**config.mk**
```make
export PLATFORM = sky130hd
export DESIGN_NAME = pixel_row_feeder
export DESIGN_NICKNAME = d
export VERILOG_FILES = /design/src/rtl/pixel_row_feeder.sv
export SDC_FILE = /design/constraint.sdc
export NUM_CORES = 1
export LEC_CHECK = 0
export CAP_MARGIN = 10
export CORE_MARGIN = 2
export CORE_UTILIZATION = 50
export CTS_BUF_LIST = sky130_fd_sc_hd__clkbuf_2
export CTS_CLUSTER_DIAMETER = 150
export DETAILED_ROUTE_END_ITERATION = 7
export PLACE_DENSITY_LB_ADDON = 0.3
export SLEW_MARGIN = 0
export SYNTH_ARGS = -nofsm -noshare
export SYNTH_HDL_FRONTEND = slang
export SYNTH_SLANG_ARGS = --single-unit
```
**constraint.sdc**
```tcl
create_clock -name clk -period 1.8 [get_ports clk]
set_input_delay 0.45 -clock clk [delete_from_list [all_inputs] [get_ports clk]]
set_output_delay 0.45 -clock clk [all_outputs]
set_load 0.02 [all_outputs]
```
**src/rtl/pixel_row_feeder.sv**
```systemverilog
// Credit-paced pixel row feeder: primes the line buffer with PRIME_ROWS rows, then sends one row per credit.
// Define FEEDER_PAD_EN to append two credit-paced rows of zero pixels after the last source row.
module pixel_row_feeder #(
  parameter int IMG_W      = 512,
  parameter int IMG_H      = 512,
  parameter int PRIME_ROWS = 4,
  parameter int CREDIT_MAX = 7
) (
  input  logic       clk,
  input  logic       reset,
  input  logic       start,
  input  logic [7:0] s_data,
  input  logic       s_valid,
  output logic       s_ready,
  input  logic       row_done,
  output logic [7:0] pix_data,
  output logic       pix_valid,
  output logic       busy,
  output logic       done,
  output logic [2:0] credits
);

  localparam int CW = (IMG_W > 1) ? $clog2(IMG_W) : 1;
  localparam int RW = $clog2(IMG_H + 1);

  localparam logic [CW-1:0] COL_LAST   = CW'(IMG_W - 1);
  localparam logic [RW-1:0] ROW_TOTAL  = RW'(IMG_H);
  localparam logic [RW-1:0] ROW_PRIME  = RW'(PRIME_ROWS);
  localparam logic [2:0]    CREDIT_SAT = 3'(CREDIT_MAX);

  localparam logic [2:0] S_IDLE  = 3'd0;
  localparam logic [2:0] S_PRIME = 3'd1;
  localparam logic [2:0] S_WAIT  = 3'd2;
  localparam logic [2:0] S_SEND  = 3'd3;
`ifdef FEEDER_PAD_EN
  localparam logic [2:0] S_PAD   = 3'd4;
  localparam logic [2:0] S_END   = S_PAD;
`else
  localparam logic [2:0] S_END   = S_IDLE;
`endif

  logic [2:0]    state;
  logic [CW-1:0] col;
  logic [RW-1:0] row;
  logic [2:0]    credit_cnt;

  logic accept;
  logic col_last;
  logic row_last;
  logic prime_last;
  logic take_credit;
  logic credit_inc;
  logic src_end;
  logic emit;
  logic final_pix;

`ifdef FEEDER_PAD_EN
  logic pad_active;
  logic pad_row;
  logic pad_emit;
`endif

  // Upstream is only offered a slot while a row is being streamed in; reset holds it closed.
  assign s_ready    = !reset && ((state == S_PRIME) || (state == S_SEND));
  assign accept     = s_valid && s_ready;
  assign col_last   = (col == COL_LAST);
  assign row_last   = ((row + RW'(1)) == ROW_TOTAL);
  assign prime_last = ((row + RW'(1)) == ROW_PRIME);
  assign credit_inc = row_done && (state != S_IDLE);
  assign src_end    = accept && col_last && row_last;

`ifdef FEEDER_PAD_EN
  assign pad_emit    = (state == S_PAD) && pad_active;
  assign take_credit = (credit_cnt != 3'd0) &&
                       ((state == S_WAIT) || ((state == S_PAD) && !pad_active));
  assign emit        = accept || pad_emit;
  assign final_pix   = pad_emit && col_last && pad_row;
`else
  assign take_credit = (credit_cnt != 3'd0) && (state == S_WAIT);
  assign emit        = accept;
  assign final_pix   = src_end;
`endif

  assign credits = credit_cnt;
  assign busy    = (state != S_IDLE) || done;

  always_ff @(posedge clk) begin
    if (reset) begin
      state      <= S_IDLE;
      col        <= '0;
      row        <= '0;
      credit_cnt <= 3'd0;
      pix_data   <= 8'd0;
      pix_valid  <= 1'b0;
      done       <= 1'b0;
`ifdef FEEDER_PAD_EN
      pad_active <= 1'b0;
      pad_row    <= 1'b0;
`endif
    end else begin
      pix_valid <= emit;
      pix_data  <= accept ? s_data : 8'd0;
      done      <= final_pix;

      // A credit arriving in the same cycle one is spent leaves the count unchanged.
      if (state == S_IDLE) begin
        if (start) credit_cnt <= 3'd0;
      end else if (credit_inc && !take_credit) begin
        if (credit_cnt != CREDIT_SAT) credit_cnt <= credit_cnt + 3'd1;
      end else if (take_credit && !credit_inc) begin
        credit_cnt <= credit_cnt - 3'd1;
      end

      case (state)
        S_IDLE: begin
          if (start) begin
            state <= S_PRIME;
            col   <= '0;
            row   <= '0;
`ifdef FEEDER_PAD_EN
            pad_active <= 1'b0;
            pad_row    <= 1'b0;
`endif
          end
        end

        S_PRIME: begin
          if (accept) begin
            if (col_last) begin
              col <= '0;
              row <= row + RW'(1);
              if (row_last)        state <= S_END;
              else if (prime_last) state <= S_WAIT;
            end else begin
              col <= col + CW'(1);
            end
          end
        end

        S_WAIT: begin
          if (credit_cnt != 3'd0) state <= S_SEND;
        end

        S_SEND: begin
          if (accept) begin
            if (col_last) begin
              col   <= '0;
              row   <= row + RW'(1);
              state <= row_last ? S_END : S_WAIT;
            end else begin
              col <= col + CW'(1);
            end
          end
        end

`ifdef FEEDER_PAD_EN
        // Each zero row waits for its own credit, then streams IMG_W pixels back to back.
        S_PAD: begin
          if (!pad_active) begin
            if (credit_cnt != 3'd0) pad_active <= 1'b1;
          end else if (col_last) begin
            col        <= '0;
            pad_active <= 1'b0;
            pad_row    <= 1'b1;
            if (pad_row) state <= S_IDLE;
          end else begin
            col <= col + CW'(1);
          end
        end
`endif

        default: state <= S_IDLE;
      endcase
    end
  end

endmodule

```
==> impl_metrics.ini, run 1 <==
[logic_synthesis]
synth_seq_cells = 34
synth_flop_cell = dfxtp_1
synth.distinct_cells = 57
synth_edf_count = 0
synthCells = 222
ys_async_sr_fraction = 0
synth_seq_area_share = 0.360
syn_nets = 240
netlist_area_mm2 = 0.00189
avgSynthCellArea_um2 = 8.52
ys_warn_count = 0

[global_route]
grt_max_degree = 17
grt_pass1_wl_um = 7870
grt_pass1_vias = 1810
antenna_found_initial = 0
gr-usage-all-layers = 0.233
grt-ovfl-total = 0

[clock_tree]
numClockSinks = 34
cts_buffers = 5
cts_tree = built
clock_latency_ns = 0.38
root_buffer = clkbuf_2
cts.clk_slew.worst_paths_ns = 0.17
htree_levels = 2
postCtsHoldBufs = 0
cts_buffer_depth = 2

[power]
p_comb_frac = 0.316
clkPwrFrac = 0.198
power.density_mw_per_mm2 = 625
vdd_drop_max_mv = 0.480
power_switching_mw = 0.555
totalPowerFinal_mw = 1.70
seqPwrFrac = 0.487
leakage_nw = 1.20
switching_share = 0.326
power.internal_mw = 1.14

[placement]
io_buffers = 27
placed_area_mm2 = 0.00248
dpl.hpwl_um = 3260
pre_cts_ws_ns = -0.366
gp_congestion = 0.819

[die]
die_y_um = 65.5
ioPinCount = 28
rows = 22
core_mm2 = 0.00366
die_x_um = 65.5
die_area_mm2 = 0.00429
initial_utilization = 0.517

[sta]
max_freq_mhz = 551
skew_ns = 0.0172
grt_setup_unrepaired = yes
post-route-period-util = 1.01
hold-worst-slack_ns = 0.410
relSlewSlack = 0.753
worst_slew_pin_slew_ns = 0.367
hold_viol = 0
maxSlewViolCount = 0
fin_crit_ns = 1.82
setup-violations-final = 1
setup_slack_ns = -0.0162

[cells_and_area]
stdcell_area_mm2 = 0.00272
final_nets = 306
layout-area-overhead-vs-synth_pct = 43.8
drive_gt1_frac = 0.329
num_antenna_cells = 0
fillers = 284

[worst_hold_path]
hold_start = reset
min_path_type = in2reg

[outcome]
status = finished, violations left
violations = setup timing

[routing]
vias = 1888
wire_per_inst_um = 13.8
dr.pass1.iters = 4
drc = 0
drtAntennaViolNets = 0
drt_iter0_drc = 129
viasPerCell = 5.60
route.final.wire_length_um = 4640

[worst_setup_path]
cp.required_ns = 2.13
r2r_start = col[0]$_SDFFE_PP0P_
crit_type = reg2reg
cp-start-kind = register
critPathMaxFanout = 4
arrival_ns = 2.14
worstSetupStartpoint = col[0]$_SDFFE_PP0P_
cp-end-kind = register

[job]
cap_violations = 0
## layer usage
| layer | GRT usage | vias to the layer above | routed length [µm] |
|---|---|---|---|
| li1 | - | 944 | - |
| met2 | 0.401 | 53 | 2290 |
| met4 | 0.0859 | 0 | 80 |
| met5 | 0 | - | 0 |
| met1 | 0.276 | 882 | 2030 |
| met3 | 0.0651 | 9 | 236 |
## timing repair
item / CTS / global route
resized for setup: 20 / 31
pin swaps: 10 / 8
cloned: 0 / 0
endpoints found under the setup margin: 10 / 28
buffers inserted: 4 / 3
## worst max-delay path, stage by stage, from the launching register on
cell and delay [ns]:
dfxtp_2 0.38, ha_4 0.15, nand3_4 0.08, nor2_4 0.11
ha_4 0.17, nand2_4 0.07, buf_12 0.13, or4_1 0.54
a21oi_1 0.15
## cell families after synthesis
group,count (synthesis),synth area share
flops,34,0.360
buf+inv,21,0.0549
compound gates,54,0.196
xor+xnor,7,0.0324
mux,1,0.00529
fa+ha+maj,5,0.0370
simple gates,100,0.315
## power groups by stage
stage / sequential [mW] / clock (mW) / combinational, mW
final: 0.827 / 0.336 / 0.536
after global routing: 0.833 / 0.384 / 0.579
after CTS: 0.830 / 0.352 / 0.491
after detailed placement: 0.842 / 0 / 0.498
after global placement: 0.841 / 0 / 0.492
after floorplan: 0.860 / 0 / 0.289
## state kept, by name, summed over array words and instances, names as in the netlist, named ones only
name	flops
col	9
credits	3
done	1
pix_data	8
pix_valid	1
row	10
state	1
## Yosys cell counts, drive strengths merged, types with 3 or more instances
library cell / instances / area share
dfxtp: 34 / 0.36
buf: 9 / 0.031
nand2: 12 / 0.025
nand4: 5 / 0.017
o2111ai: 3 / 0.017
clkbuf: 7 / 0.014
or3: 8 / 0.026
xnor2: 3 / 0.014
inv: 5 / 0.0099
nand3: 14 / 0.046
nor2b: 3 / 0.0099
and3: 3 / 0.013
or4: 3 / 0.012
xor2: 4 / 0.019
a31oi: 4 / 0.013
a21oi: 18 / 0.050
o21ai: 14 / 0.037
nor2: 20 / 0.040
ha: 4 / 0.026
nor4b: 3 / 0.021
nor3: 8 / 0.021
and2: 9 / 0.030
## layout make-up
cell class / count / area [µm²] / share of cell area
clock buffers: 5 / 25.0 / 0.00920
clock inverters: 3 / 11.3 / 0.00414
inverters: 5 / 18.8 / 0.00690
multi-input cells: 167 / 1230 / 0.451
flip-flops and latches: 34 / 697 / 0.256
well taps: 48 / 60.1 / 0.0221
repair buffers: 75 / 682 / 0.251
## stage by stage
| stage | TNS [ns] | cells | util |
|---|---|---|---|
| after floorplan | -0.000458 | 222 | - |
| after global placement | -6.28 | 322 | 0.678 |
| after detailed placement | -7.24 | 322 | 0.678 |
| after CTS | -0.0314 | 334 | 0.708 |
| after global routing | -0.160 | 337 | 0.743 |
| final | -0.0162 | 337 | 0.743 |
## path summary, 6_finish.rpt
check	cells after the start	slack, ns	to
hold / removal	3	0.41	credits[1]$_SDFFE_PP0P_
setup / recovery	8	-0.02	row[6]$_SDFFE_PP0P_
hold reg to reg	2	0.51	col[5]$_SDFFE_PP0P_
setup reg to reg	8	-0.02	row[6]$_SDFFE_PP0P_
## cell usage in the layout, fill, tap and decap left out, types with 2 or more instances in the layout
cell and count:
a21oi_1 16, dfxtp_2 10, and2_1 9, dlymetal6s2s_1 10, or4_1 3, o21ai_0 6, or3_4 2, clkinv_1 3
clkbuf_2 5, nor2_2 2, nor2_1 16, nor3_1 8, ha_4 2, xor2_1 4, nor4b_2 3, nand2_1 11
or3_1 6, buf_12 3, buf_4 44, nand4_1 5, a31oi_1 4, nand3_1 11, nand3_4 2, o2111ai_1 2
o21a_2 2, dfxtp_1 23, nor2b_1 3, and3_1 2, xnor2_1 3, o311ai_1 2, nor2_4 2, o31a_1 2
inv_1 4, buf_2 2, dlygate4sd2_1 4, o21ai_1 8, clkdlybuf4s50_1 11
Power figures use the tool's default switching activity.
==> run 2: changes to the inputs <==
--- a/config.mk
+++ b/config.mk
@@ -7,7 +7,7 @@
 export LEC_CHECK = 0
 export CAP_MARGIN = 10
 export CORE_MARGIN = 2
-export CORE_UTILIZATION = 50
+export CORE_UTILIZATION = 46
 export CTS_BUF_LIST = sky130_fd_sc_hd__clkbuf_2
 export CTS_CLUSTER_DIAMETER = 150
 export DETAILED_ROUTE_END_ITERATION = 7
==> run 2 against run 1 <==
The run still ends with setup timing left. Hold slack improved by 0.094 ns. Sequential cell count is the same. Sequential power is 1% lower. Combinational power decreased by 7.3%. Critical endpoint is now col[7]$_SDFFE_PP0P_. Largest cell class unchanged.
==> impl_metrics.ini, run 2 (synthesized netlist as in run 1, its figures left out) <==
[outcome]
status = finished, violations left
violations = setup timing

[worst_setup_path]
cp-start-kind = input port
r2r_start = state[0]$_SDFFE_PP0P_
reg2reg_to = col[7]$_SDFFE_PP0P_
arrival_ns = 2.15
cp-endpoint = col[7]$_SDFFE_PP0P_
cp-end-kind = register
critPathMaxFanout = 5
cp.required_ns = 2.12
crit_type = in2reg
timing.reg2reg.setup_slack_ns = 0
rr_worst_depth = 6
worstSetupStartpoint = reset

[global_route]
use_met1 = 0.245
use_met2 = 0.367
gr-usage-all-layers = 0.210
grt-ovfl-total = 0
grt_max_degree = 20
busiest_layer = met2
grt_pass1_wl_um = 7380
antenna_found_initial = 0
grt_pass1_vias = 1706
met3_usage = 0.0658

[sta]
worst_slew_pin_slew_ns = 0.371
maxSlewViolCount = 0
hold_viol = 0
hold-worst-slack_ns = 0.504
fin_crit_ns = 1.83
grt_setup_unrepaired = yes
setup-violations-final = 1
relSlewSlack = 0.752
post-route-period-util = 1.02
skew_ns = 0.00939
max_freq_mhz = 547
setup_slack_ns = -0.0275

[worst_hold_path]
min_path_type = reg2reg

[routing]
dr.pass1.iters = 4
route.final.wire_length_um = 4670
viasPerCell = 5.64
vias = 1861
wire_per_inst_um = 14.2
drt_iter0_drc = 126
drtAntennaViolNets = 0
drc = 0

[die]
core_mm2 = 0.00397
die_x_um = 68.1
die_y_um = 68.1
ioPinCount = 28
initial_utilization = 0.476
die_area_mm2 = 0.00464
rows = 23

[placement]
dpl.hpwl_um = 3160
gp_congestion = 0.767
placedCellCount = 317
placed_area_mm2 = 0.00246
io_buffers = 27

[clock_tree]
clock_latency_ns = 0.38
cts_tree = built
htree_levels = 2
root_buffer = clkbuf_2
cts_buffers = 5
numClockSinks = 34
cts.clk_slew.worst_paths_ns = 0.19
cts_buffer_depth = 2

[cells_and_area]
stdcell_area_mm2 = 0.00265
stdcell_count = 330
fillers = 344
reg.largest.list = row: 10 flops, col: 9 flops, pix_data: 8 flops
drive_gt1_frac = 0.325
seqCellArea_um2 = 694
num_antenna_cells = 0
final_common_cell = buf_4
top_register = row
final_nets = 297
layout_common_cells = 35 x buf_4, 23 x dfxtp_1, 18 x nor2_1
finish.utilization = 0.666
largest_reg_flops = 10
layout-area-overhead-vs-synth_pct = 39.8
multi_input_area_mm2 = 0.00121

[power]
leakage_nw = 1.04
totalPowerFinal_mw = 1.83
power.density_mw_per_mm2 = 692
vdd_drop_max_mv = 0.483

[job]
cap_violations = 0
run 2: power by group:
part / switching, mW / internal, mW
Combinational: 0.261 / 0.236
Sequential: 0.0238 / 0.795
Clock: 0.281 / 0.234
Total: 0.566 / 1.26
run 2: area by class of cell:
cell class                 count  area share
multi-input combinational    167       0.457
sequential                    34       0.263
timing repair buffer          66       0.223
tap                           50      0.0237
clock inverter                 3      0.0170
clock buffer                   5     0.00946
inverter                       5     0.00710
run 2: worst min-delay path by stage:
stage	cells after the start	slack [ns]	start	end
2_1_floorplan	2	0.44	col[8]$_SDFFE_PP0P_	col[8]$_SDFFE_PP0P_
3_3_place_gp	2	0.45	col[8]$_SDFFE_PP0P_	col[8]$_SDFFE_PP0P_
3_5_place_dp	2	0.45	col[8]$_SDFFE_PP0P_	col[8]$_SDFFE_PP0P_
4_1_cts	2	0.48	col[8]$_SDFFE_PP0P_	col[8]$_SDFFE_PP0P_
5_1_grt	2	0.54	col[8]$_SDFFE_PP0P_	col[8]$_SDFFE_PP0P_
6_report	2	0.50	col[8]$_SDFFE_PP0P_	col[8]$_SDFFE_PP0P_
run 2: stage by stage:
stage / worst slack, ns / TNS [ns]
final: -0.0275 / -0.0275
after global routing: -0.0605 / -0.159
after CTS: -0.0203 / -0.0203
after detailed placement: -0.317 / -5.79
after global placement: -0.304 / -5.14
after floorplan: -0.000458 / -0.000458
run 2: layer usage:
metal,vias up,part of all wire
met5,-,0
met4,0,0.013
met3,7,0.051
met2,52,0.51
met1,877,0.43
li1,925,-
run 2: what timing repair did:
item | 4_1_cts | 5_1_grt
endpoints found under the setup margin | 20 | 18
buffers inserted | 4 | 1
pin swaps | 7 | 4
hold buffers | 0 | 0
gates resized for setup | 26 | 22
run 2: critical path, cell delays in order:
cell,delay (ns)
clkdlybuf4s50_1,0.43
and3b_2,0.33
buf_4,0.16
o2111ai_2,0.20
or3_1,0.40
a21oi_2,0.18
